<file path="config.mk">
export PLATFORM = sky130hd
export DESIGN_NAME = pll_lock_mgr
export DESIGN_NICKNAME = d
export VERILOG_FILES = /design/src/rtl/pll_mgr_pkg.sv /design/src/rtl/lock_sync.sv /design/src/rtl/pll_lock_mgr.sv
export SDC_FILE = /design/constraint.sdc
export NUM_CORES = 1
export LEC_CHECK = 0
export ABC_CLOCK_PERIOD_IN_PS = 5550
export BUFFER_PORTS_ARGS = -buffer_cell sky130_fd_sc_hd__buf_2
export CORE_ASPECT_RATIO = 0.7
export CORE_MARGIN = 5
export CORE_UTILIZATION = 60
export CTS_BUF_LIST = sky130_fd_sc_hd__clkbuf_4
export DETAILED_ROUTE_END_ITERATION = 16
export GPL_TIMING_DRIVEN = 0
export PLACE_DENSITY = 0.89
export REMOVE_ABC_BUFFERS = 1
export SLEW_MARGIN = 40
export SYNTH_ARGS = -nofsm -noshare
export SYNTH_HDL_FRONTEND = slang
export SYNTH_SLANG_ARGS = --single-unit
</file>
<file path="constraint.sdc">
create_clock -name clkin1 -period 5.55 [get_ports clkin1]
set_clock_uncertainty 0.1 [all_clocks]
set_input_delay 1.11 -clock clkin1 [delete_from_list [all_inputs] [get_ports clkin1]]
set_output_delay 1.11 -clock clkin1 [all_outputs]
set_load 0.1 [all_outputs]
</file>
<file path="src/rtl/pll_mgr_pkg.sv">
// Shared definitions for the PLL lock manager: FSM states, default
// parameter values and the timer-width helper.
package pll_mgr_pkg;

  localparam int unsigned DEF_SYNC_STAGES     = 2;
  localparam int unsigned DEF_RST_PULSE_CYC   = 16;
  localparam int unsigned DEF_LOCK_STABLE_CYC = 1024;
  localparam int unsigned DEF_LOCK_TIMEOUT_CYC = 65536;
  localparam int unsigned DEF_MAX_RETRY       = 7;

  typedef enum logic [2:0] {
    RESET_PLL = 3'd0,
    WAIT_LOCK = 3'd1,
    STABLE    = 3'd2,
    RUN       = 3'd3,
    FAIL      = 3'd4
  } pll_state_e;

  // One shared timer must hold the largest terminal count of any state.
  function automatic int unsigned timer_width(input int unsigned pulse_cyc,
                                              input int unsigned stable_cyc,
                                              input int unsigned timeout_cyc);
    int unsigned m;
    m = pulse_cyc;
    if (stable_cyc > m) m = stable_cyc;
    if (timeout_cyc > m) m = timeout_cyc;
    return $clog2(m) + 1;
  endfunction

endpackage

</file>
<file path="src/rtl/lock_sync.sv">
// Multi-stage bit synchronizer with synchronous reset to 0. Used for the
// PLL lock input here and for sys_rst in each downstream clock domain.
module lock_sync #(
  parameter int unsigned STAGES = 2
) (
  input  logic clk_i,
  input  logic rst_i,
  input  logic d_i,
  output logic q_o
);

  logic [STAGES-1:0] sync_q;

  // Shift the asynchronous input through the flop chain.
  always_ff @(posedge clk_i) begin
    if (rst_i) begin
      sync_q <= '0;
    end else begin
      sync_q <= {sync_q[STAGES-2:0], d_i};
    end
  end

  assign q_o = sync_q[STAGES-1];

endmodule

</file>
<file path="src/rtl/pll_lock_mgr.sv">
// PLL reset sequencing and lock qualification on the reference clock.
// Pulses the PLL reset, waits for a qualified lock, retries on timeout,
// and releases the system reset only while lock is held in RUN.
module pll_lock_mgr
  import pll_mgr_pkg::*;
#(
  parameter int unsigned SYNC_STAGES      = DEF_SYNC_STAGES,
  parameter int unsigned RST_PULSE_CYC    = DEF_RST_PULSE_CYC,
  parameter int unsigned LOCK_STABLE_CYC  = DEF_LOCK_STABLE_CYC,
  parameter int unsigned LOCK_TIMEOUT_CYC = DEF_LOCK_TIMEOUT_CYC,
  parameter int unsigned MAX_RETRY        = DEF_MAX_RETRY
) (
  input  logic       clkin1,
  input  logic       rst,
  input  logic       pll_lock,
  output logic       pll_rst,
  output logic       sys_rst,
  output logic       locked_ok,
  output logic       fail,
  output logic [7:0] retry_cnt,
  output logic [7:0] lock_loss_cnt
);

  localparam int unsigned TW = timer_width(RST_PULSE_CYC, LOCK_STABLE_CYC,
                                           LOCK_TIMEOUT_CYC);

  localparam logic [TW-1:0] PULSE_LAST   = TW'(RST_PULSE_CYC - 1);
  localparam logic [TW-1:0] STABLE_LAST  = TW'(LOCK_STABLE_CYC - 1);
  localparam logic [TW-1:0] TIMEOUT_LAST = TW'(LOCK_TIMEOUT_CYC - 1);
  localparam logic [7:0]    RETRY_LIMIT  = 8'(MAX_RETRY);

  logic          lock_s;
  pll_state_e    state_q, state_d;
  logic [TW-1:0] timer_q, timer_d;
  logic [7:0]    retry_q, retry_d;
  logic [7:0]    loss_q, loss_d;
  logic          pll_rst_q, sys_rst_q, locked_ok_q, fail_q;

  lock_sync #(
    .STAGES(SYNC_STAGES)
  ) u_lock_sync (
    .clk_i(clkin1),
    .rst_i(rst),
    .d_i  (pll_lock),
    .q_o  (lock_s)
  );

  // Next-state, timer and counter logic; timer clears on every transition.
  always_comb begin
    state_d = state_q;
    timer_d = timer_q + 1'b1;
    retry_d = retry_q;
    loss_d  = loss_q;
    unique case (state_q)
      RESET_PLL: begin
        if (timer_q == PULSE_LAST) begin
          state_d = WAIT_LOCK;
          timer_d = '0;
        end
      end
      WAIT_LOCK: begin
        // Lock takes priority over a coincident timeout.
        if (lock_s) begin
          state_d = STABLE;
          timer_d = '0;
        end else if (timer_q == TIMEOUT_LAST) begin
          timer_d = '0;
          if (retry_q == RETRY_LIMIT) begin
            state_d = FAIL;
          end else begin
            state_d = RESET_PLL;
            retry_d = retry_q + 8'd1;
          end
        end
      end
      STABLE: begin
        if (!lock_s) begin
          state_d = WAIT_LOCK;
          timer_d = '0;
        end else if (timer_q == STABLE_LAST) begin
          state_d = RUN;
          timer_d = '0;
          retry_d = '0;
        end
      end
      RUN: begin
        timer_d = '0;
        if (!lock_s) begin
          state_d = RESET_PLL;
          if (loss_q != 8'hFF) loss_d = loss_q + 8'd1;
        end
      end
      FAIL: begin
        timer_d = '0;
      end
      default: begin
        state_d = RESET_PLL;
        timer_d = '0;
      end
    endcase
  end

  // State register with Moore outputs registered from the next state.
  always_ff @(posedge clkin1) begin
    if (rst) begin
      state_q     <= RESET_PLL;
      timer_q     <= '0;
      retry_q     <= '0;
      loss_q      <= '0;
      pll_rst_q   <= 1'b1;
      sys_rst_q   <= 1'b1;
      locked_ok_q <= 1'b0;
      fail_q      <= 1'b0;
    end else begin
      state_q     <= state_d;
      timer_q     <= timer_d;
      retry_q     <= retry_d;
      loss_q      <= loss_d;
      pll_rst_q   <= (state_d == RESET_PLL);
      sys_rst_q   <= (state_d != RUN);
      locked_ok_q <= (state_d == RUN);
      fail_q      <= (state_d == FAIL);
    end
  end

  assign pll_rst       = pll_rst_q;
  assign sys_rst       = sys_rst_q;
  assign locked_ok     = locked_ok_q;
  assign fail          = fail_q;
  assign retry_cnt     = retry_q;
  assign lock_loss_cnt = loss_q;

endmodule

</file>
==> results.py, run 1 <==
metrics = {
    "cts": {
        "cts_buffer_depth": 2,
        "clk_latency_ps": 340,
        "post_cts_buffers": 0,
        "cts_made_buffers": 5,
        "h-tree-depth": 2,
        "cts_tree": "done",
        "clkTransAtPathRegs_ps": 120,
        "cts.sinks": 42,
        "cts_root_buf": "clkbuf_4",
        "cts_resized": 0,
        "cts-hold-fix-buffers": 0,
    },
    "timing": {
        "tns_ps": 0,
        "slew_headroom": 0.551,
        "setup_viol_count_final": 0,
        "max_freq_ghz": 0.379,
        "slew_violations": 0,
        "period_minus_slack_ps": 2640,
        "worst_slack_ps": 2910,
        "rsz0062_at_grt": "no",
        "fin_crit_sh": 0.476,
        "worstMarginPinSlew_ps": 664,
        "whs_ps": 355,
        "final_hold_viol_count": 0,
    },
    "grt": {
        "grt.overflow.total": 0,
        "grt_pass1_vias": 1372,
        "grt_usage": 0.166,
        "antenna_found_initial": 0,
        "grt_first_pass_wirelength_mm": 6.09,
        "grt_max_degree": 17,
    },
    "routing": {
        "routed_wl_mm": 3.58,
        "drtIter0Drc": 90,
        "drtPass1Iterations": 4,
        "routed_via_density": 5.33,
        "vias": 1487,
        "drc": 0,
        "antenna_left": 0,
        "avgRoutedWirePerCell_um": 12.8,
    },
    "floorplanning": {
        "boundaryPins": 23,
        "die-area_um2": 4450,
        "core_um2": 3110,
        "chipHeight_um": 57.3,
        "rows": 17,
        "die_x_um": 77.6,
        "initial_core_util": 0.618,
    },
    "min_path": {
        "min_from": "u_lock_sync.sync_q[0]$_SDFF_PP0_",
        "hold_path.class": "reg -> reg",
        "hold_end": "u_lock_sync.sync_q[1]$_SDFF_PP0_",
        "whs_path_depth": 1,
    },
    "cells_and_area": {
        "area_growth_pct": 9.19,
        "multi_input_area_um2": 1020,
        "diodes": 0,
        "n_fill_cell": 271,
        "fin_nets": 249,
        "regArea_um2": 841,
        "drive_gt1_frac": 0.162,
        "mostFrequentLayoutCells": "42 x nor2_1, 42 x dfxtp_1, 22 x buf_2",
    },
    "setup_path": {
        "r2r_start": "timer_q[0]$_SDFF_PP0_",
        "r2r_cells": 10,
        "regToRegEndpoint": "timer_q[10]$_SDFF_PP0_",
        "crit_arrival_ps": 2750,
        "worstSetupEndpointType": "flop",
        "cp_max_fo": 16,
        "cp.required_ps": 5660,
        "startpoint_type": "flop",
        "critPathKind": "reg -> reg",
        "r2r_setup_slack_ps": 2910,
    },
    "placement": {
        "gp_congestion": 0.829,
        "dp_slack_ps": 2890,
        "hpwl_mm": 2.58,
        "portBuffers": 22,
    },
    "yosys": {
        "synth_seq_area_share": 0.438,
        "synth_xor_area_frac": 0.123,
        "synth_top_family_by_area": "simple AND/OR/NAND/NOR gates",
        "synth_area_um2": 1920,
        "synth_compound_area_frac": 0.0788,
        "yosys-top-cells-area": "dfxtp_1 44%, nor2_1 8.2%, xnor2_1 8.2%",
        "synthMuxAreaShare": 0.00586,
        "syn-mean-instance-area_um2": 8.85,
        "syn_inst": 217,
        "synthAdderAreaFrac": 0.0326,
        "yosys.area.top_type_share": 0.438,
        "synthDistinctLibCells": 41,
        "yosys.area.top_type": "dfxtp_1",
        "synth-seq-cells": 42,
        "yosysWarnings": 0,
        "yosys.area_share.simple": 0.293,
    },
    "job": {
        "cap_violations": 0,
    },
    "power": {
        "p_per_area_nw_per_um2": 222,
        "vdd_ir_drop_max_mv": 0.147,
        "leakagePower_nw": 0.799,
    },
    "status": {
        "status": "complete, no violations",
    },
}
[per-layer routing]
layer | vias to the layer above | part of all wire | GRT usage
met5 | - | 0 | 0
met4 | 0 | 0.0095 | 0.0441
met3 | 5 | 0.063 | 0.0505
met2 | 39 | 0.42 | 0.237
met1 | 657 | 0.51 | 0.243
li1 | 786 | - | -
[synthesized netlist by cell type, drive strengths merged]
master	n
o2111ai	1
or4	3
or2	2
nand2b	2
nor3b	2
nand3	10
nor2b	4
nor4	6
and2	1
nor4b	1
nor2	42
o21ai	3
o21bai	1
a21boi	2
o2111a	1
buf	3
a32oi	2
xnor2	18
dfxtp	42
a21oi	5
a31o	1
mux2	1
clkbuf	2
and3	3
nor3	8
a211oi	1
or3	1
a221oi	1
inv	7
o31ai	1
xor2	9
ha	5
nand3b	2
nand2	18
nand4	6
[through the flow]
stage | total power [mW] | instance area (µm²) | util | cells
2_1_floorplan | 0.329 | 1890 | - | 212
3_3_place_gp | 0.335 | 2050 | 0.660 | 272
3_5_place_dp | 0.335 | 2050 | 0.660 | 272
4_1_cts | 0.471 | 2100 | 0.675 | 279
5_1_grt | 0.486 | 2100 | 0.675 | 279
6_report | 0.465 | 2100 | 0.675 | 279
[state kept, by name, summed over array words and instances, names as in the netlist]
| register | cells |
|---|---|
| timer_q | 17 |
| state_q | 3 |
| locked_ok | 1 |
| u_lock_sync.sync_q | 2 |
| retry_cnt | 8 |
| sys_rst | 1 |
| pll_rst | 1 |
| fail | 1 |
| lock_loss_cnt | 8 |
[worst max path at each step]
stage | from | endpoint | cells after the start
3_5_place_dp | timer_q[0]$_SDFF_PP0_ | timer_q[10]$_SDFF_PP0_ | 10
3_3_place_gp | timer_q[0]$_SDFF_PP0_ | retry_cnt[7]$_SDFFE_PP0P_ | 11
6_report | timer_q[0]$_SDFF_PP0_ | timer_q[10]$_SDFF_PP0_ | 10
2_1_floorplan | timer_q[0]$_SDFF_PP0_ | retry_cnt[7]$_SDFFE_PP0P_ | 11
5_1_grt | timer_q[0]$_SDFF_PP0_ | retry_cnt[5]$_SDFFE_PP0P_ | 11
4_1_cts | timer_q[0]$_SDFF_PP0_ | timer_q[10]$_SDFF_PP0_ | 10
[cell families after synthesis]
| family | count (synthesis) |
|---|---|
| compound gates | 19 |
| simple gates | 111 |
| xor+xnor | 27 |
| fa+ha+maj | 5 |
| buf+inv | 12 |
| flops | 42 |
| mux | 1 |
[power breakdown]
part / switching, mW / internal (mW) / total [mW] / leakage, nW
Combinational: 0.0130 / 0.00705 / 0.0200 / 0.428
Clock: 0.0908 / 0.0457 / 0.136 / 0.0308
Sequential: 0.00325 / 0.305 / 0.308 / 0.339
[layout make-up]
class | count | area share
inverters | 7 | 0.0125
repair buffers | 22 | 0.0525
flip-flops and latches | 42 | 0.401
multi-input cells | 163 | 0.489
well taps | 38 | 0.0227
clock buffers | 5 | 0.0179
clock inverters | 2 | 0.00477
[worst max-delay path, cell delays in order (launching register included)]
cell and delay [ps]:
dfxtp_1 370, ha_1 210, nand2_1 80, or2_2 350, nor2_1 180, nand3_1 140
inv_1 80, ha_1 210, nor2b_1 90, o31ai_4 550, nor2_1 140
Power figures use the tool's default switching activity.
==> inputs of run 2 (changes only) <==
- ABC_CLOCK_PERIOD_IN_PS: 5550 -> 2120
- CORE_UTILIZATION: 60 -> 54
- PLACE_DENSITY: 0.89 -> 0.85
- clock period: 5.55 -> 2.12 ns (I/O delays scaled with it)
==> run 2 against run 1 <==
  * The run now ends with negative setup slack left
  * Via count up 11%
  * Design area up 16%
  * Sequential share of layout area down 4.7 points
  * Count of clock-buffer cells in the layout unchanged
  * Clock power rose to 3.7 times the previous value
  * Critical path depth up 1
  * Critical endpoint is now timer_q[2]$_SDFF_PP0_
  * Largest power group unchanged
==> results.py, run 2 (same netlist as run 1, synthesis figures left out) <==
metrics = {
    "grt": {
        "grt.overflow.total": 0,
        "grt_max_degree": 16,
        "grt_pass1_vias": 1484,
        "grt_usage": 0.191,
        "antenna_found_initial": 0,
        "grt_first_pass_wirelength_mm": 6.93,
    },
    "cells_and_area": {
        "fin_nets": 261,
        "diodes": 0,
        "largest_reg_flops": 17,
        "drive_gt1_frac": 0.307,
        "area_growth_pct": 26.2,
        "mostFrequentLayoutCells": "40 x nor2_1, 34 x dfxtp_1, 22 x buf_2",
        "regMostFlops": "timer_q",
        "layout_commonest_cell": "nor2_1",
    },
    "placement": {
        "portBuffers": 22,
        "gp_congestion": 0.862,
        "hpwl_mm": 2.61,
        "dp_slack_ps": -570,
    },
    "setup_path": {
        "cp_max_fo": 12,
        "crit_arrival_ps": 2300,
        "crit_path_frequent_cell": "ha_4",
        "max_stage_delay_ps": 380,
        "worstSetupEndpointType": "flop",
        "path_cells": "ha_4 > nand2_2 > or2_4 > nor2_4 > nand3_2 > inv_2 > ha_4 > nor2b_1 > o31ai_4 > buf_12 > nor2_1",
        "slowest_stage": "dfxtp_2",
        "cpLargestDelayFamily": "simple AND/OR/NAND/NOR gates",
        "startpoint_type": "flop",
        "crit_buf_inv": 2,
        "critPathKind": "reg -> reg",
        "cp.required_ps": 2270,
    },
    "floorplanning": {
        "boundaryPins": 23,
        "core_um2": 3470,
        "die-area_um2": 4870,
        "chipHeight_um": 59.9,
        "rows": 18,
        "initial_core_util": 0.554,
        "die_x_um": 81.3,
    },
    "routing": {
        "wl_met1_mm": 1.99,
        "routed_wl_mm": 4.29,
        "top_layer": "met4",
        "drc": 0,
        "vias": 1644,
        "routed_via_density": 5.41,
        "drtIter0Drc": 121,
        "antenna_left": 0,
        "dr_wl_met2_mm": 2.00,
        "avgRoutedWirePerCell_um": 14.1,
        "drtPass1Iterations": 4,
        "met3_length_um": 230,
    },
    "timing": {
        "slew_violations": 0,
        "tns_ps": -244,
        "worst_slack_ps": -33.2,
        "slew_headroom": 0.565,
        "setup_viol_count_final": 12,
        "final_hold_viol_count": 0,
        "worstMarginPinSlew_ps": 651,
        "period_minus_slack_ps": 2150,
        "max_freq_ghz": 0.464,
        "whs_ps": 163,
        "rsz0062_at_grt": "yes",
        "fin_crit_sh": 1.02,
    },
    "power": {
        "internal-power_mw": 1.08,
        "p_switching_mw": 0.314,
        "leakagePower_nw": 0.905,
        "p_per_area_nw_per_um2": 574,
        "p_comb_frac": 0.057,
        "vdd_ir_drop_max_mv": 0.482,
        "p_sw_frac": 0.226,
        "pwr-share-clk": 0.363,
        "seqPwrFrac": 0.580,
    },
    "job": {
        "cap_violations": 0,
    },
    "cts": {
        "cts_buffer_depth": 2,
        "h-tree-depth": 2,
        "clkTransAtPathRegs_ps": 130,
        "cts.sinks": 42,
        "cts_made_buffers": 5,
        "cts-hold-fix-buffers": 0,
        "cts_root_buf": "clkbuf_4",
        "cts_tree": "done",
        "clk_latency_ps": 350,
    },
    "min_path": {
        "hold_path.class": "in -> reg",
    },
    "status": {
        "status": "complete, but fails checks",
        "violations": "negative setup slack",
    },
}
run 2: per-stage QoR:
stage / cells / total power, mW / util / cell area, µm²
floorplan: 212 / 0.862 / - / 1890
global placement: 284 / 0.876 / 0.595 / 2060
detailed placement: 284 / 0.877 / 0.595 / 2060
CTS: 298 / 1.39 / 0.671 / 2330
global route: 304 / 1.45 / 0.699 / 2420
finish: 304 / 1.39 / 0.699 / 2420
run 2: worst paths after layout:
kind                                            to                        startpoint  slack [ps]  depth (start not counted)
hold reg to reg   u_lock_sync.sync_q[1]$_SDFF_PP0_  u_lock_sync.sync_q[0]$_SDFF_PP0_         350                          1
setup reg to reg             timer_q[2]$_SDFF_PP0_             timer_q[1]$_SDFF_PP0_         -30                         11
setup / recovery             timer_q[2]$_SDFF_PP0_             timer_q[1]$_SDFF_PP0_         -30                         11
hold / removal    u_lock_sync.sync_q[0]$_SDFF_PP0_                          pll_lock         160                          2
run 2: power by group through the flow:
stage	Sequential (mW)	Clock [mW]	Combinational [mW]
after global routing	0.809	0.556	0.0878
final	0.807	0.504	0.0795
after global placement	0.824	0	0.0516
after CTS	0.809	0.509	0.0672
after detailed placement	0.825	0	0.0525
after floorplan	0.828	0	0.0342
run 2: layout make-up:
cell class,instances,area [µm²]
Sequential cell,42,858
Fill cell,270,1040
Tap cell,50,62.6
Multi-Input combinational cell,163,1180
Clock buffer,5,37.5
Inverter,7,26.3
Clock inverter,3,40.0
Timing Repair Buffer,34,216
run 2: timing repair:
action,CTS,global route
setup buffers,6,6
resized for setup,28,14
setup endpoints to repair,30,28
hold endpoints to repair,0,0
pin swaps,7,10
run 2: layer usage:
metal,vias to the layer above,global-route usage
met3,10,0.0738
li1,814,-
met1,771,0.249
met5,-,0
met2,49,0.285
met4,0,0.0699
==> inputs of run 3 (changes only) <==
- SETUP_SLACK_MARGIN: not set -> 0.3
==> run 3 against run 2 <==
  * The flow still finishes with violations (negative setup slack)
  * Highest routed layer unchanged
  * Wire length rose by 7.8%
  * Design area rose by 5.0%
  * Die area did not move
  * First-iteration DRC count fell by 0.83%
  * Worst hold slack improved by 6.4 ps
  * Critical endpoint unchanged
  * Combinational power rose by 5.7%
  * Non-clock buffer count rose by 11
  * Sequential cell count did not move
  * Via count rose by 3.9%
  * Global-route usage rose by 1.3 points
==> results.py, run 3 (same netlist as run 1, synthesis figures left out) <==
metrics = {
    "status": {
        "status": "complete, but fails checks",
        "violations": "negative setup slack",
    },
    "floorplanning": {
        "boundaryPins": 23,
        "initial_core_util": 0.554,
        "die_x_um": 81.3,
        "rows": 18,
        "die-area_um2": 4870,
        "chipHeight_um": 59.9,
        "core_um2": 3470,
    },
    "routing": {
        "routed_via_density": 5.42,
        "routed_wl_mm": 4.63,
        "drtPass1Iterations": 4,
        "drtIter0Drc": 120,
        "vias": 1708,
        "drc": 0,
        "avgRoutedWirePerCell_um": 14.7,
        "antenna_left": 0,
    },
    "cts": {
        "clkTransAtPathRegs_ps": 120,
        "cts_tree": "done",
        "cts_root_buf": "clkbuf_4",
        "clk_latency_ps": 350,
        "cts.sinks": 42,
        "cts_buffer_depth": 2,
        "cts_made_buffers": 5,
        "cts-hold-fix-buffers": 0,
        "h-tree-depth": 2,
    },
    "timing": {
        "slew_violations": 0,
        "rsz0062_at_grt": "yes",
        "max_freq_ghz": 0.471,
        "setup_viol_count_final": 1,
        "worstMarginPinSlew_ps": 672,
        "worst_slack_ps": -5.20,
        "slew_headroom": 0.551,
        "final_hold_viol_count": 0,
        "fin_crit_sh": 1.00,
        "period_minus_slack_ps": 2130,
    },
    "cells_and_area": {
        "fin_area_um2": 2540,
        "diodes": 0,
        "n_fill_cell": 247,
        "mostFrequentLayoutCells": "38 x nor2_1, 34 x dfxtp_1, 21 x buf_4",
        "area_growth_pct": 32.5,
        "stdcell_count": 315,
        "drive_gt1_frac": 0.351,
        "fin_nets": 272,
        "largest_reg_flops": 17,
        "layout_commonest_cell": "nor2_1",
        "regMostFlops": "timer_q",
    },
    "placement": {
        "postPlaceCellArea_um2": 2060,
        "post-place-cells": 284,
        "hpwl_mm": 2.61,
        "gp_congestion": 0.862,
        "dp_slack_ps": -570,
        "portBuffers": 22,
    },
    "setup_path": {
        "startpoint_type": "flop",
        "critPathKind": "reg -> reg",
        "r2r_setup_slack_ps": -5,
        "crit_arrival_ps": 2280,
        "cp.required_ps": 2270,
        "cp_max_fo": 12,
        "worstSetupEndpointType": "flop",
    },
    "grt": {
        "grt_first_pass_wirelength_mm": 7.40,
        "grt_pass1_vias": 1589,
        "grt_max_degree": 16,
        "antenna_found_initial": 0,
        "grt.overflow.total": 0,
        "grt_usage": 0.204,
    },
    "job": {
        "cap_violations": 0,
    },
    "power": {
        "p_per_area_nw_per_um2": 548,
        "vdd_ir_drop_max_mv": 0.469,
        "leakagePower_nw": 0.963,
    },
    "min_path": {
        "hold_path.class": "in -> reg",
    },
}
==> run 3: cell types whose count changed in the layout (fill, tap and decap cells not counted), moves of 2 or more <==
cell and delta:
buf_4 +11, buf_2 -6, nor2_2 +2, clkbuf_4 +6
nor3_2 -2, nor2_1 -2
==> run 3: layer usage <==
layer / track usage / routed length, µm / up-vias / share of wire
met5: 0 / 0 / - / 0
li1: - / - / 843 / -
met1: 0.260 / 2040 / 801 / 0.44
met2: 0.309 / 2240 / 54 / 0.48
met4: 0.0843 / 72 / 0 / 0.016
met3: 0.0783 / 272 / 10 / 0.059
==> run 3: path summary, 6_finish.rpt <==
check / end / cells after the start / startpoint
setup / recovery: timer_q[2]$_SDFF_PP0_ / 7 / timer_q[13]$_SDFF_PP0_
setup reg to reg: timer_q[2]$_SDFF_PP0_ / 7 / timer_q[13]$_SDFF_PP0_
hold reg to reg: u_lock_sync.sync_q[1]$_SDFF_PP0_ / 1 / u_lock_sync.sync_q[0]$_SDFF_PP0_
hold / removal: u_lock_sync.sync_q[0]$_SDFF_PP0_ / 2 / pll_lock
==> run 3: stage by stage <==
step	setup TNS (ps)	total power, mW	hold WS (ps)	utilization
6_report	-5.20	1.39	170	0.734
5_1_grt	-1550	1.45	132	0.734
4_1_cts	0	1.39	163	0.709
3_5_place_dp	-13000	0.877	323	0.595
3_3_place_gp	-11020	0.876	317	0.595
2_1_floorplan	-4380	0.862	314	-
==> run 3: cell type report <==
type	instances	area [µm²]	share of cell area
Clock buffer	5	37.5	0.0147
Clock inverter	3	40.0	0.0157
Inverter	7	26.3	0.0103
Multi-Input combinational cell	163	1210	0.475
Sequential cell	42	856	0.336
Tap cell	50	62.6	0.0246
Timing Repair Buffer	45	314	0.123
==> run 3: repair_timing <==
action / 4_1_cts / 5_1_grt
gates cloned: 0 / 0
endpoints found under the setup margin: 31 / 40
resized for setup: 37 / 16
setup buffers: 19 / 4
pin swaps: 10 / 10
==> run 3: power by group <==
part           total [mW]  leakage (nW)  internal, mW  switching [mW]
Combinational      0.0840         0.574        0.0387          0.0453
Clock               0.502        0.0450         0.244           0.258
Sequential          0.808         0.344         0.797          0.0114
==> run 3: worst max-delay path, cell delays in order, from the launching register on <==
cell and delay, ps:
dfxtp_1 360, or4_4 560, nor4_4 210, buf_4 180
a21boi_2 70, o31ai_4 320, buf_12 170, nor2_1 50
